===== src/rtl/reset_ctrl_pkg.sv =====
// Shared types and default timing constants for the reset controller.
package reset_ctrl_pkg;

  // Controller states; RUN is the only state in which resn is released.
  typedef enum logic [1:0] {
    ST_ACTIVE   = 2'd0,
    ST_WAIT_REL = 2'd1,
    ST_RUN      = 2'd2
  } state_t;

  // 50 ms minimum reset pulse at 160 MHz.
  localparam int unsigned PULSE_CYCLES_DEF    = 8000000;
  // 1 ms of stable level before a debounced source may change.
  localparam int unsigned DEBOUNCE_CYCLES_DEF = 160000;

endpackage


===== src/rtl/reset_debounce.sv =====
// One reset request source: polarity normalisation, 2-flop synchroniser,
// then either a stable-level debouncer or a straight bypass.
module reset_debounce
  import reset_ctrl_pkg::*;
#(
  parameter int unsigned DEBOUNCE_CYCLES = DEBOUNCE_CYCLES_DEF,
  parameter bit          DEBOUNCE_EN     = 1'b1,
  parameter bit          ACTIVE_LOW      = 1'b1
) (
  input  logic clk,
  input  logic res,
  input  logic src,
  output logic deb
);

  // Counter only has to reach DEBOUNCE_CYCLES-1; keep at least one bit.
  localparam int CW = (DEBOUNCE_CYCLES > 1) ? $clog2(DEBOUNCE_CYCLES) : 1;
  localparam logic [CW-1:0] CNT_MAX = CW'(DEBOUNCE_CYCLES - 1);

  logic norm;
  logic sync1;
  logic sync2;

  assign norm = ACTIVE_LOW ? ~src : src;

  // Two-flop synchroniser on the active-high request.
  always_ff @(posedge clk) begin
    if (res) begin
      sync1 <= 1'b0;
      sync2 <= 1'b0;
    end else begin
      sync1 <= norm;
      sync2 <= sync1;
    end
  end

  generate
    if (DEBOUNCE_EN) begin : g_deb
      logic [CW-1:0] cnt;
      logic          level;

      assign deb = level;

      // Follow the synchronised level only once it has differed from the
      // current output for DEBOUNCE_CYCLES consecutive clocks.
      always_ff @(posedge clk) begin
        if (res) begin
          cnt   <= '0;
          level <= 1'b0;
        end else if (sync2 == level) begin
          cnt <= '0;
        end else if (cnt == CNT_MAX) begin
          cnt   <= '0;
          level <= sync2;
        end else begin
          cnt <= cnt + CW'(1);
        end
      end
    end else begin : g_byp
      assign deb = sync2;
    end
  endgenerate

endmodule


===== src/rtl/reset_ctrl.sv =====
// Reset controller: debounced request sources drive a minimum-length
// active-low reset pulse, with a sticky cause record and an event counter.
module reset_ctrl
  import reset_ctrl_pkg::*;
#(
  parameter int unsigned          NUM_SRC         = 2,
  parameter int unsigned          PULSE_CYCLES    = PULSE_CYCLES_DEF,
  parameter int unsigned          DEBOUNCE_CYCLES = DEBOUNCE_CYCLES_DEF,
  parameter logic [NUM_SRC-1:0]   DEBOUNCE_MASK   = '1,
  parameter logic [NUM_SRC-1:0]   SRC_ACTIVE_LOW  = '1
) (
  input  logic               clock_160,
  input  logic               res,
  input  logic [NUM_SRC-1:0] async_src,
  input  logic               cause_clr,
  output logic               resn,
  output logic [NUM_SRC-1:0] cause,
  output logic [7:0]         count,
  output logic [1:0]         state
);

  localparam int PW = $clog2(PULSE_CYCLES);
  localparam logic [PW-1:0] PULSE_LOAD = PW'(PULSE_CYCLES - 1);

  logic [NUM_SRC-1:0] req;
  logic               any_req;
  state_t             st;
  logic [PW-1:0]      pulse_cnt;

  generate
    for (genvar i = 0; i < NUM_SRC; i++) begin : g_src
      reset_debounce #(
        .DEBOUNCE_CYCLES (DEBOUNCE_CYCLES),
        .DEBOUNCE_EN     (DEBOUNCE_MASK[i]),
        .ACTIVE_LOW      (SRC_ACTIVE_LOW[i])
      ) u_deb (
        .clk (clock_160),
        .res (res),
        .src (async_src[i]),
        .deb (req[i])
      );
    end
  endgenerate

  assign any_req = |req;
  assign state   = st;

  // Reset sequencer: pulse counter, resn, cause and event count all
  // update together so resn is released only on entry to RUN.
  always_ff @(posedge clock_160) begin
    if (res) begin
      st        <= ST_ACTIVE;
      pulse_cnt <= PULSE_LOAD;
      resn      <= 1'b0;
      cause     <= '0;
      count     <= '0;
    end else begin
      case (st)
        ST_RUN: begin
          if (any_req) begin
            st        <= ST_ACTIVE;
            pulse_cnt <= PULSE_LOAD;
            resn      <= 1'b0;
            cause     <= cause | req;
            if (count != 8'hFF) count <= count + 8'd1;
          end else if (cause_clr) begin
            cause <= '0;
          end
        end
        ST_ACTIVE: begin
          cause <= cause | req;
          if (pulse_cnt == '0) begin
            if (any_req) begin
              st <= ST_WAIT_REL;
            end else begin
              st   <= ST_RUN;
              resn <= 1'b1;
            end
          end else begin
            pulse_cnt <= pulse_cnt - PW'(1);
          end
        end
        ST_WAIT_REL: begin
          cause <= cause | req;
          if (!any_req) begin
            st   <= ST_RUN;
            resn <= 1'b1;
          end
        end
        default: begin
          st        <= ST_ACTIVE;
          pulse_cnt <= PULSE_LOAD;
          resn      <= 1'b0;
        end
      endcase
    end
  end

endmodule


===== config.mk =====
export PLATFORM = sky130hd
export DESIGN_NAME = reset_ctrl
export DESIGN_NICKNAME = d
export VERILOG_FILES = /design/src/rtl/reset_ctrl_pkg.sv /design/src/rtl/reset_debounce.sv /design/src/rtl/reset_ctrl.sv
export SDC_FILE = /design/constraint.sdc
export NUM_CORES = 1
export LEC_CHECK = 0
export ABC_AREA = 1
export CAP_MARGIN = 20
export CORE_UTILIZATION = 60
export CTS_CLUSTER_SIZE = 40
export DETAILED_ROUTE_END_ITERATION = 7
export HOLD_SLACK_MARGIN = 0.05
export MAX_ROUTING_LAYER = met4
export PLACE_DENSITY = 0.8
export SLEW_MARGIN = 20
export SYNTH_ARGS = -nofsm -noshare
export SYNTH_HDL_FRONTEND = slang
export SYNTH_SLANG_ARGS = --single-unit

===== constraint.sdc =====
create_clock -name clock_160 -period 1.95 [get_ports clock_160]
set_input_delay 0.2925 -clock clock_160 [delete_from_list [all_inputs] [get_ports clock_160]]
set_output_delay 0.2925 -clock clock_160 [all_outputs]
set_load 0.02 [all_outputs]

==> out/qor.txt, run 1 <==
kind of critical path - reg2reg
Max clock buf depth - 2
worst reg2reg endpoint - pulse_cnt[17]
Avg Synthesized Cell Area - 6.882 µm²
Worst R2R Path Depth - 10
Fin. Hold Viols - 0
P_int - 0.002356 W
Syn Nets - 603
Post-Synth Simple-Gate Area - 40.43%
layout cells sized above 1 - 12.94%
Die Wd - 84.54 µm
Peak supply drop - 0.0004727 V
Peak Freq - 557.2 MHz
Worst R2R Start - pulse_cnt[0]
Synth Register Bits - 78
Initial DRC Count - 178
Data arrival, critical path - 2.09 ns
Required @ worst endpoint - 2.25 ns
share of the yosys chip area belonging to registers - 38.20%
Worst-Margin Slew - 0.4499 ns
# resized after CTS - 0
I/O Pins - 18
Yosys warning total - 0
clock latency on the worst-skew pair - 0.36 ns
Adder-Cell Fraction of Synth Area - 1.224%
Initial Utilization - 63.29%
Post CTS Setup Buffer Count - 0
crit path max fanout - 17
TritonCTS clock tree - done
# setup viols final - 0
grt total ovfl - 0
footprint of the multi-input gates - 2182 µm²
post-synthesis cell area - 4088 µm²
Critical Path Start Type - flop
fin. max-slew vios - 0
CP Capture Type - flop
P_sw - 0.0006689 W
setup tns final - 0 ns
Antenna Nets Post-Route - 0
Worst Hold Depth - 2
mux cell area share after synthesis - 0%
Register Area - 1562 µm²
total CTS buffers - 9
WHS - 0.4068 ns
ant diodes - 0
largest net degree at the start of global routing - 24
PD cells - 662.4 nW/µm²
WL/cell - 11.67 µm
first-pass GRT wire length - 14,550 µm
WL final - 8206 µm
Total GRT Usage - 25.87%
Synth Area in XOR/XNOR - 4.285%
DP HPWL - 5975 µm
H-tree Lvls - 3
CTS root buf - clkbuf_8
Distinct cells, synth - 36
area grow syn2layout - 11.69%
final period utilization - 92.04%
clock power share - 44.6%
FP Rows - 29
DR vias/cell - 5.265
Slew HR - 69.94%
fillers - 532
Core Footprint - 6459 µm²
die height - 84.54 µm
max-cap violations - 0
vias in the first global route - 3,473
crit path time final - 1.795 ns
leakage - 1.704 nW
CTS Sinks - 78
Routability Congestion - 0.8871
hold endpoint - g_src[1].u_deb.sync2
Hold Path Class - reg2reg
outcome - finished with violations
initial antenna violation count - 0
failing checks - design-rule violations
setup repair after global routing missed its margin - false
clock-pin slew on the worst setup and hold paths - 0.08 ns
vias - 3,701
Port Buf Inserts - 17
cells after synthesis - 594
Synth Area in Compound Gates - 7.438%
final net count - 630
# hold bufs at CTS - 0
combinational family with the most area after synthesis - simple AND/OR/NAND/NOR gates
Pre-antenna DRT Iters - 6
worst reg-to-reg setup slack - 0.16 ns
Residual DRC - 2
Hold Startpoint - g_src[1].u_deb.sync1
die area - 7147 µm²
Combinational Power Share - 2.3%
Fin Clk Skew - 0.01358 ns
Sw Ratio - 22.11%
Sequential Power Share - 53.2%
[worst max-delay path, stage by stage (launching register included)]
cell and delay (ns):
dfxtp_1 0.33, inv_1 0.08, ha_1 0.25, nand2_2 0.12, nor2_2 0.06, nand4_1 0.08
nand2_1 0.10, nor2_4 0.37, buf_4 0.22, nand2_1 0.06, nand3_1 0.06
[kinds of logic after synthesis]
kind of cell               count (synthesis)
and+or+nand+nor                          360
DFF                                       78
xor gates and xnor gates                  20
buffers and inverters                     81
adders and majority gates                  4
AOI/OAI and AO/OA                         51
[cell usage after synthesis, drive strengths merged]
master	count	share of area [%]
a211oi	2	0.37
a21oi	31	4.3
a31oi	1	0.15
and3	1	0.15
buf	7	1.6
clkbuf	5	0.49
dfxtp	78	38
ha	4	1.2
inv	69	6.3
nand2	147	14
nand3	49	6.5
nand3b	3	0.55
nand4	9	1.4
nor2	115	12
nor3	25	3.6
nor3b	8	1.6
nor4	1	0.15
o21ai	16	2.4
o21ba	1	0.24
or2	2	0.31
xnor2	2	0.43
xor2	18	3.9
[power groups by stage]
| stage | Combinational (W) | Clock, W | Sequential [W] |
|---|---|---|---|
| global placement | 0.0000681 | 0 | 0.00165 |
| detailed placement | 0.0000691 | 0 | 0.00165 |
| floorplan | 0.0000451 | 0 | 0.00164 |
| global route | 0.0000764 | 0.00144 | 0.00161 |
| CTS | 0.0000693 | 0.00136 | 0.00161 |
| finish | 0.0000685 | 0.00135 | 0.00161 |
[placed cells by master (no fill, tap or decap), drive strengths merged, types with 2 or more instances in the layout]
| cell type | Yosys | layout |
|---|---|---|
| clkdlybuf4s50 | 0 | 17 |
| clkinv | 0 | 2 |
| o21ai | 16 | 16 |
| nand3 | 49 | 49 |
| or2 | 2 | 2 |
| nand2 | 147 | 147 |
| clkbuf | 5 | 11 |
| buf | 7 | 11 |
| dfxtp | 78 | 78 |
| xor2 | 18 | 18 |
| a211oi | 2 | 2 |
| nand3b | 3 | 3 |
| nor3 | 25 | 25 |
| xnor2 | 2 | 2 |
| ha | 4 | 4 |
| nor2 | 115 | 115 |
| inv | 69 | 70 |
| bufinv | 0 | 2 |
| nor3b | 8 | 8 |
| nand4 | 9 | 9 |
| a21oi | 31 | 31 |
[through the flow]
step | setup slack [ns] | power [W] | utilization [%] | std cells | area [µm²]
after global placement | 0.2334 | 0.001713 | 67.38 | 687 | 4352
after floorplan | 0.3536 | 0.001690 | - | 594 | 4088
after CTS | 0.1558 | 0.003037 | 70.69 | 703 | 4566
after global routing | 0.005831 | 0.003129 | 70.69 | 703 | 4566
after detailed placement | 0.1202 | 0.001715 | 67.38 | 687 | 4352
final | 0.1552 | 0.003024 | 70.69 | 703 | 4566
[layout make-up]
class,count,share of cell area [%]
clock buffer,11,2.877
tap,77,2.110
sequential,78,34.20
timing repair buffer,28,5.536
clock inverter,5,1.809
inverter,69,5.673
multi-input combinational,435,47.79
[worst max path at each step]
stage / cells past startpoint / to / slack, ns / start
floorplan: 10 / pulse_cnt[12] / 0.35 / pulse_cnt[0]
global placement: 10 / pulse_cnt[21] / 0.23 / pulse_cnt[0]
detailed placement: 5 / g_src[1].u_deb.g_deb.cnt[16] / 0.12 / res
CTS: 1 / state[0] / 0.16 / state[0]
global route: 10 / pulse_cnt[20] / 0.006 / pulse_cnt[1]
finish: 10 / pulse_cnt[17] / 0.16 / pulse_cnt[0]
[registers in the layout (all words and copies together), names as in the netlist]
| name | cells |
|---|---|
| cause | 2 |
| g_src.u_deb.deb | 2 |
| resn | 1 |
| state | 2 |
| g_src.u_deb.sync2 | 2 |
| g_src.u_deb.sync1 | 2 |
| count | 8 |
| pulse_cnt | 23 |
| g_src.u_deb.g_deb.cnt | 36 |
[layer usage]
| metal | GRT usage (%) | vias to the layer above | share of wire [%] |
|---|---|---|---|
| met2 | 42.35 | 59 | 47 |
| met4 | 10.63 | 0 | 2.2 |
| met1 | 30.92 | 1679 | 47 |
| li1 | - | 1946 | - |
| met5 | - | - | 0 |
| met3 | 5.605 | 17 | 3.6 |
Power figures use the tool's default switching activity.
==> run 2, diff against run 1 <==
--- a/config.mk
+++ b/config.mk
@@ -13,6 +13,7 @@
 export HOLD_SLACK_MARGIN = 0.05
 export MAX_ROUTING_LAYER = met4
 export PLACE_DENSITY = 0.8
+export REMOVE_ABC_BUFFERS = 1
 export SLEW_MARGIN = 20
 export SYNTH_ARGS = -nofsm -noshare
 export SYNTH_HDL_FRONTEND = slang
==> out/qor.txt, run 2 (same netlist as run 1, synthesis figures left out) <==
initial antenna violation count - 0 (unchanged)
WL/cell - 12.00 µm (+2.8%)
most frequent cells in the layout - nand2_1, nor2_1, dfxtp_1
placed cell count - 681 (-0.87%)
Pre-antenna DRT Iters - 7 (+1)
CP Capture Type - output port
Data arrival, critical path - 1.50 ns (-0.59 ns)
Die Wd - 84.54 µm (unchanged)
max reg flops - 36 (unchanged)
Initial Utilization - 63.29% (unchanged)
# hold bufs at CTS - 0 (unchanged)
Finished Layout Cells - 698 (-0.71%)
H-tree Lvls - 3 (unchanged)
Final Cell Area - 4498 µm² (-1.5%)
Critical Path Start Type - flop
Required @ worst endpoint - 1.66 ns (-0.59 ns)
DP Worst Slack - 0.04300 ns (-0.07722 ns)
Initial DRC Count - 235 (+32%)
Port Buf Inserts - 17 (unchanged)
clock latency on the worst-skew pair - 0.35 ns (about the same)
# setup viols final - 0 (unchanged)
die area - 7147 µm² (unchanged)
final period utilization - 91.90% (-0.14 points)
CTS Sinks - 78 (unchanged)
Hold Path Class - reg2reg
PD cells - 617.7 nW/µm² (-6.8%)
slowest stage delay, CP - 0.67 ns (+0.30 ns)
Max clock buf depth - 2 (unchanged)
Bufs and invs on worst path - 1 (-1)
placement-stage cell area - 4307 µm² (-1.0%)
final worst setup slack - 0.1579 ns (+0.002689 ns)
outcome - finished with violations
first-pass GRT wire length - 14,330 µm (-1.5%)
CTS root buf - clkbuf_8
die height - 84.54 µm (unchanged)
Worst R2R Path Depth - 9 (-1)
WL final - 8375 µm (+2.1%)
most flop-heavy register - g_src.u_deb.g_deb.cnt
kind of critical path - reg2out
Worst Hold Depth - 2 (unchanged)
I/O Pins - 18 (unchanged)
Fin Clk Skew - 0.01105 ns (-0.002533 ns)
crit path time final - 1.792 ns (-0.002689 ns)
Slowest cell on crit path - clkdlybuf4s50_1
DR vias/cell - 5.334 (+1.3%)
crit-path leading delay family - buffers and inverters
max-cap violations - 0 (unchanged)
Peak supply drop - 0.0005286 V (+12%)
DP HPWL - 5925 µm (-0.82%)
ant diodes - 0 (unchanged)
leakage - 1.661 nW (-2.5%)
FP Rows - 29 (unchanged)
Final Util - 69.64% (-1.0 points)
failing checks - design-rule violations
setup tns final - 0 ns (unchanged)
area grow syn2layout - 10.04%
final net count - 625 (-0.79%)
commonest non-fill, non-tap cell in the layout - nand2_1
fin. max-slew vios - 0 (unchanged)
Antenna Nets Post-Route - 0 (unchanged)
crit path max fanout - 5 (-12)
grt total ovfl - 0 (unchanged)
vias in the first global route - 3,349 (-3.6%)
TritonCTS clock tree - done
Worst-Margin Slew - 0.6166 ns (+0.1667 ns)
crit-path cells - clkdlybuf4s50_1
Routability Congestion - 0.8526 (-3.9%)
setup repair after global routing missed its margin - false
Fin. Hold Viols - 0 (unchanged)
clock-pin slew on the worst setup and hold paths - 0.08 ns (about the same)
Slew HR - 58.85% (-11 points)
total CTS buffers - 9 (unchanged)
largest net degree at the start of global routing - 24 (unchanged)
vias - 3,723 (+0.59%)
Crit path depth - 1 (-9)
Total GRT Usage - 25.34% (-0.53 points)
Residual DRC - 2 (unchanged)
Peak Freq - 558.0 MHz (+0.15%)
layout cells sized above 1 - 12.40% (-0.54 points)
Core Footprint - 6459 µm² (unchanged)
biggest regs - g_src.u_deb.g_deb.cnt: 36 flops, pulse_cnt: 23 flops, count: 8 flops
## run 2: repair_timing
item,CTS,global route
setup buffers,0,0
resized for setup,0,2
endpoints found under the setup margin,0,23
## run 2: area by class of cell
class | count | area [µm²]
timing repair buffer | 22 | 207.7
multi-input combinational | 436 | 2196
sequential | 78 | 1562
fill | 565 | 1961
clock buffer | 13 | 158.9
clock inverter | 3 | 18.77
tap | 77 | 96.34
inverter | 69 | 259.0
## run 2: through the flow
stage,hold slack [ns],power [W]
final,0.4037,0.002779
after global routing,0.4115,0.002886
after global placement,0.3903,0.001712
after detailed placement,0.3951,0.001716
after floorplan,0.3549,0.001681
after CTS,0.3966,0.002809
## run 2: routing by layer
layer / GRT usage [%] / wire [µm]
met5: - / 0
met4: 8.166 / 122
met3: 3.835 / 329
met2: 43.24 / 4090
met1: 30.76 / 3831
## run 2: worst paths after layout
check / start / slack [ns] / to
setup / recovery: state[0] / 0.16 / state[0]
hold / removal: g_src[0].u_deb.sync1 / 0.40 / g_src[0].u_deb.sync2
hold reg to reg: g_src[0].u_deb.sync1 / 0.40 / g_src[0].u_deb.sync2
setup reg to reg: pulse_cnt[0] / 0.18 / pulse_cnt[0]
## run 2: where the power goes
group,internal (W),switching (W)
registers,0.00160,0.00000669
clock network,0.000531,0.000568
logic,0.0000265,0.0000445
==> run 3, diff against run 2 <==
--- a/config.mk
+++ b/config.mk
@@ -10,6 +10,7 @@
 export CORE_UTILIZATION = 60
 export CTS_CLUSTER_SIZE = 40
 export DETAILED_ROUTE_END_ITERATION = 7
+export GPL_TIMING_DRIVEN = 0
 export HOLD_SLACK_MARGIN = 0.05
 export MAX_ROUTING_LAYER = met4
 export PLACE_DENSITY = 0.8
==> out/qor.txt, run 3 (same netlist as run 1, synthesis figures left out) <==
outcome - finished with violations
failing checks - design-rule violations
crit path time final - 1.816 ns (+0.02348 ns)
placed cell count - 676 (-0.73%)
die area - 7147 µm² (unchanged)
routed wl met2 - 3938 µm (-3.7%)
Register Area - 1562 µm² (unchanged)
# setup viols final - 0 (unchanged)
initial antenna violation count - 0 (unchanged)
Pre-antenna DRT Iters - 7 (unchanged)
leakage - 1.625 nW (-2.1%)
layout cells sized above 1 - 12.48% (+0.080 points)
Slew HR - 59.80% (+0.95 points)
largest net degree at the start of global routing - 24 (unchanged)
Critical Path Start Type - flop
clock-pin slew on the worst setup and hold paths - 0.08 ns (about the same)
final net count - 621 (-0.64%)
Fin Clk Skew - 0.008854 ns (-0.002192 ns)
Fin. Hold Viols - 0 (unchanged)
Required @ worst endpoint - 2.18 ns (+0.52 ns)
Bufs and invs on worst path - 1 (unchanged)
Antenna Nets Post-Route - 0 (unchanged)
DP HPWL - 5672 µm (-4.3%)
setup repair after global routing missed its margin - false
Port Buf Inserts - 17 (unchanged)
total CTS buffers - 9 (unchanged)
Total GRT Usage - 26.08% (+0.74 points)
crit path max fanout - 12 (+7)
total power - 0.002866 W (+3.1%)
first-pass GRT wire length - 14,680 µm (+2.5%)
Die Wd - 84.54 µm (unchanged)
max-cap violations - 0 (unchanged)
crit-path leading delay family - simple AND/OR/NAND/NOR gates
footprint of the multi-input gates - 2198 µm² (+0.11%)
ant diodes - 0 (unchanged)
most flop-heavy register - g_src.u_deb.g_deb.cnt
H-tree Lvls - 3 (unchanged)
kind of critical path - reg2reg
WL final - 8218 µm (-1.9%)
# hold bufs at CTS - 0 (unchanged)
Peak Freq - 550.8 MHz (-1.3%)
final period utilization - 93.11% (+1.2 points)
biggest regs - g_src.u_deb.g_deb.cnt: 36 flops, pulse_cnt: 23 flops, count: 8 flops
TritonCTS clock tree - done
Max clock buf depth - 2 (unchanged)
Highest Signal Layer - met4
Routability Congestion - 0.8723 (+2.3%)
DR WL met3 - 336 µm (+2.1%)
Hold Path Class - reg2reg
I/O Pins - 18 (unchanged)
crit-path cells - inv_1 -> ha_2 -> nand2_2 -> nor2_2 -> nand4_1 -> nand2_2 -> nor2_4 -> o21ai_1 -> nand3_1
Data arrival, critical path - 2.04 ns (+0.54 ns)
PD cells - 638.9 nW/µm² (+3.4%)
fillers - 564 (-0.18%)
vias - 3,730 (+0.19%)
fin. max-slew vios - 0 (unchanged)
FP Rows - 29 (unchanged)
CP most frequent cell - nand2_2
slowest stage delay, CP - 0.32 ns (-0.35 ns)
Metal-1 WL - 3797 µm (-0.89%)
Residual DRC - 4 (+2)
placement-stage cell area - 4269 µm² (-0.87%)
CP Capture Type - flop
die height - 84.54 µm (unchanged)
most frequent cells in the layout - nand2_1, nor2_1, dfxtp_1
CTS Sinks - 78 (unchanged)
Final Cell Area - 4486 µm² (-0.28%)
grt total ovfl - 0 (unchanged)
commonest non-fill, non-tap cell in the layout - nand2_1
Core Footprint - 6459 µm² (unchanged)
Peak supply drop - 0.0006361 V (+20%)
Worst-Margin Slew - 0.6023 ns (-0.01428 ns)
clock latency on the worst-skew pair - 0.36 ns (about the same)
DR vias/cell - 5.375 (+0.77%)
Finished Layout Cells - 694 (-0.57%)
Initial Utilization - 63.29% (unchanged)
Slowest cell on crit path - dfxtp_1
area grow syn2layout - 9.734%
Post CTS Setup Buffer Count - 0 (unchanged)
vias in the first global route - 3,556 (+6.2%)
CTS root buf - clkbuf_8
WL/cell - 11.84 µm (-1.3%)
Initial DRC Count - 286 (+22%)
max reg flops - 36 (unchanged)
-- run 3: cell types whose count changed in the layout (fill, tap and decap cells not counted) --
| cell | delta |
|---|---|
| clkdlybuf4s15_2 | +1 |
| buf_4 | -5 |
| nand2_1 | -1 |
| clkbuf_8 | -2 |
| clkinvlp_4 | +4 |
| inv_1 | -1 |
| bufinv_16 | +1 |
| clkinv_4 | -1 |
| clkdlybuf4s50_1 | -1 |
| nand2_2 | +1 |
| clkbuf_1 | -1 |
| clkinvlp_2 | +1 |
-- run 3: metal layers --
layer  track usage, %  vias up
met5                -        -
met4            10.94        0
met3            4.818       17
met2            44.42       85
met1            30.19     1709
li1                 -     1919
-- run 3: final cells by class --
type                            instances  share of cell area (%)
Multi-Input combinational cell        436                   49.01
Sequential cell                        78                   34.81
Clock inverter                          6                   1.395
Timing Repair inverter                  1                  0.1116
Timing Repair Buffer                   17                   3.821
Inverter                               69                   5.858
Clock buffer                           10                   2.845
Tap cell                               77                   2.148
-- run 3: worst reg2reg max path, cell delays in order, from the launching register on --
cell and delay, ns:
dfxtp_1 0.32, inv_1 0.12, ha_2 0.28, nand2_2 0.13
nor2_2 0.22, nand4_1 0.17, nand2_2 0.17, nor2_4 0.11
o21ai_1 0.10, nand3_1 0.09
-- run 3: timing repair --
item                                    4_1_cts  5_1_grt
endpoints found under the setup margin       49       43
gates cloned                                  1        1
resized for setup                             5        2
pin swaps                                     1        0
-- run 3: final timing paths --
| check | cells past startpoint | slack [ns] | from | to |
|---|---|---|---|---|
| worst max-delay path | 9 | 0.13 | pulse_cnt[0] | pulse_cnt[12] |
| worst min-delay path | 2 | 0.40 | g_src[1].u_deb.sync1 | g_src[1].u_deb.sync2 |
| worst max register to register | 9 | 0.13 | pulse_cnt[0] | pulse_cnt[12] |
| worst min register to register | 2 | 0.40 | g_src[1].u_deb.sync1 | g_src[1].u_deb.sync2 |
-- run 3: metrics by stage --
stage | utilization (%) | TNS (ns) | setup slack (ns) | hold slack (ns)
after floorplan | - | 0 | 0.3240 | 0.3549
after global placement | 66.10 | -31.52 | -1.055 | 0.3909
after CTS | 69.29 | 0 | 0.04488 | 0.4012
final | 69.45 | 0 | 0.1344 | 0.3977
after detailed placement | 66.10 | -33.62 | -1.109 | 0.3941
after global routing | 69.45 | 0 | 0.005013 | 0.4327
-- run 3: power breakdown --
part | total (W) | switching (W) | internal, W | leakage (nW)
logic | 0.0000654 | 0.0000434 | 0.0000220 | 0.907
clock network | 0.00119 | 0.000605 | 0.000587 | 0.0883
registers | 0.00161 | 0.00000737 | 0.00160 | 0.630
total | 0.00287 | 0.000656 | 0.00221 | 1.63
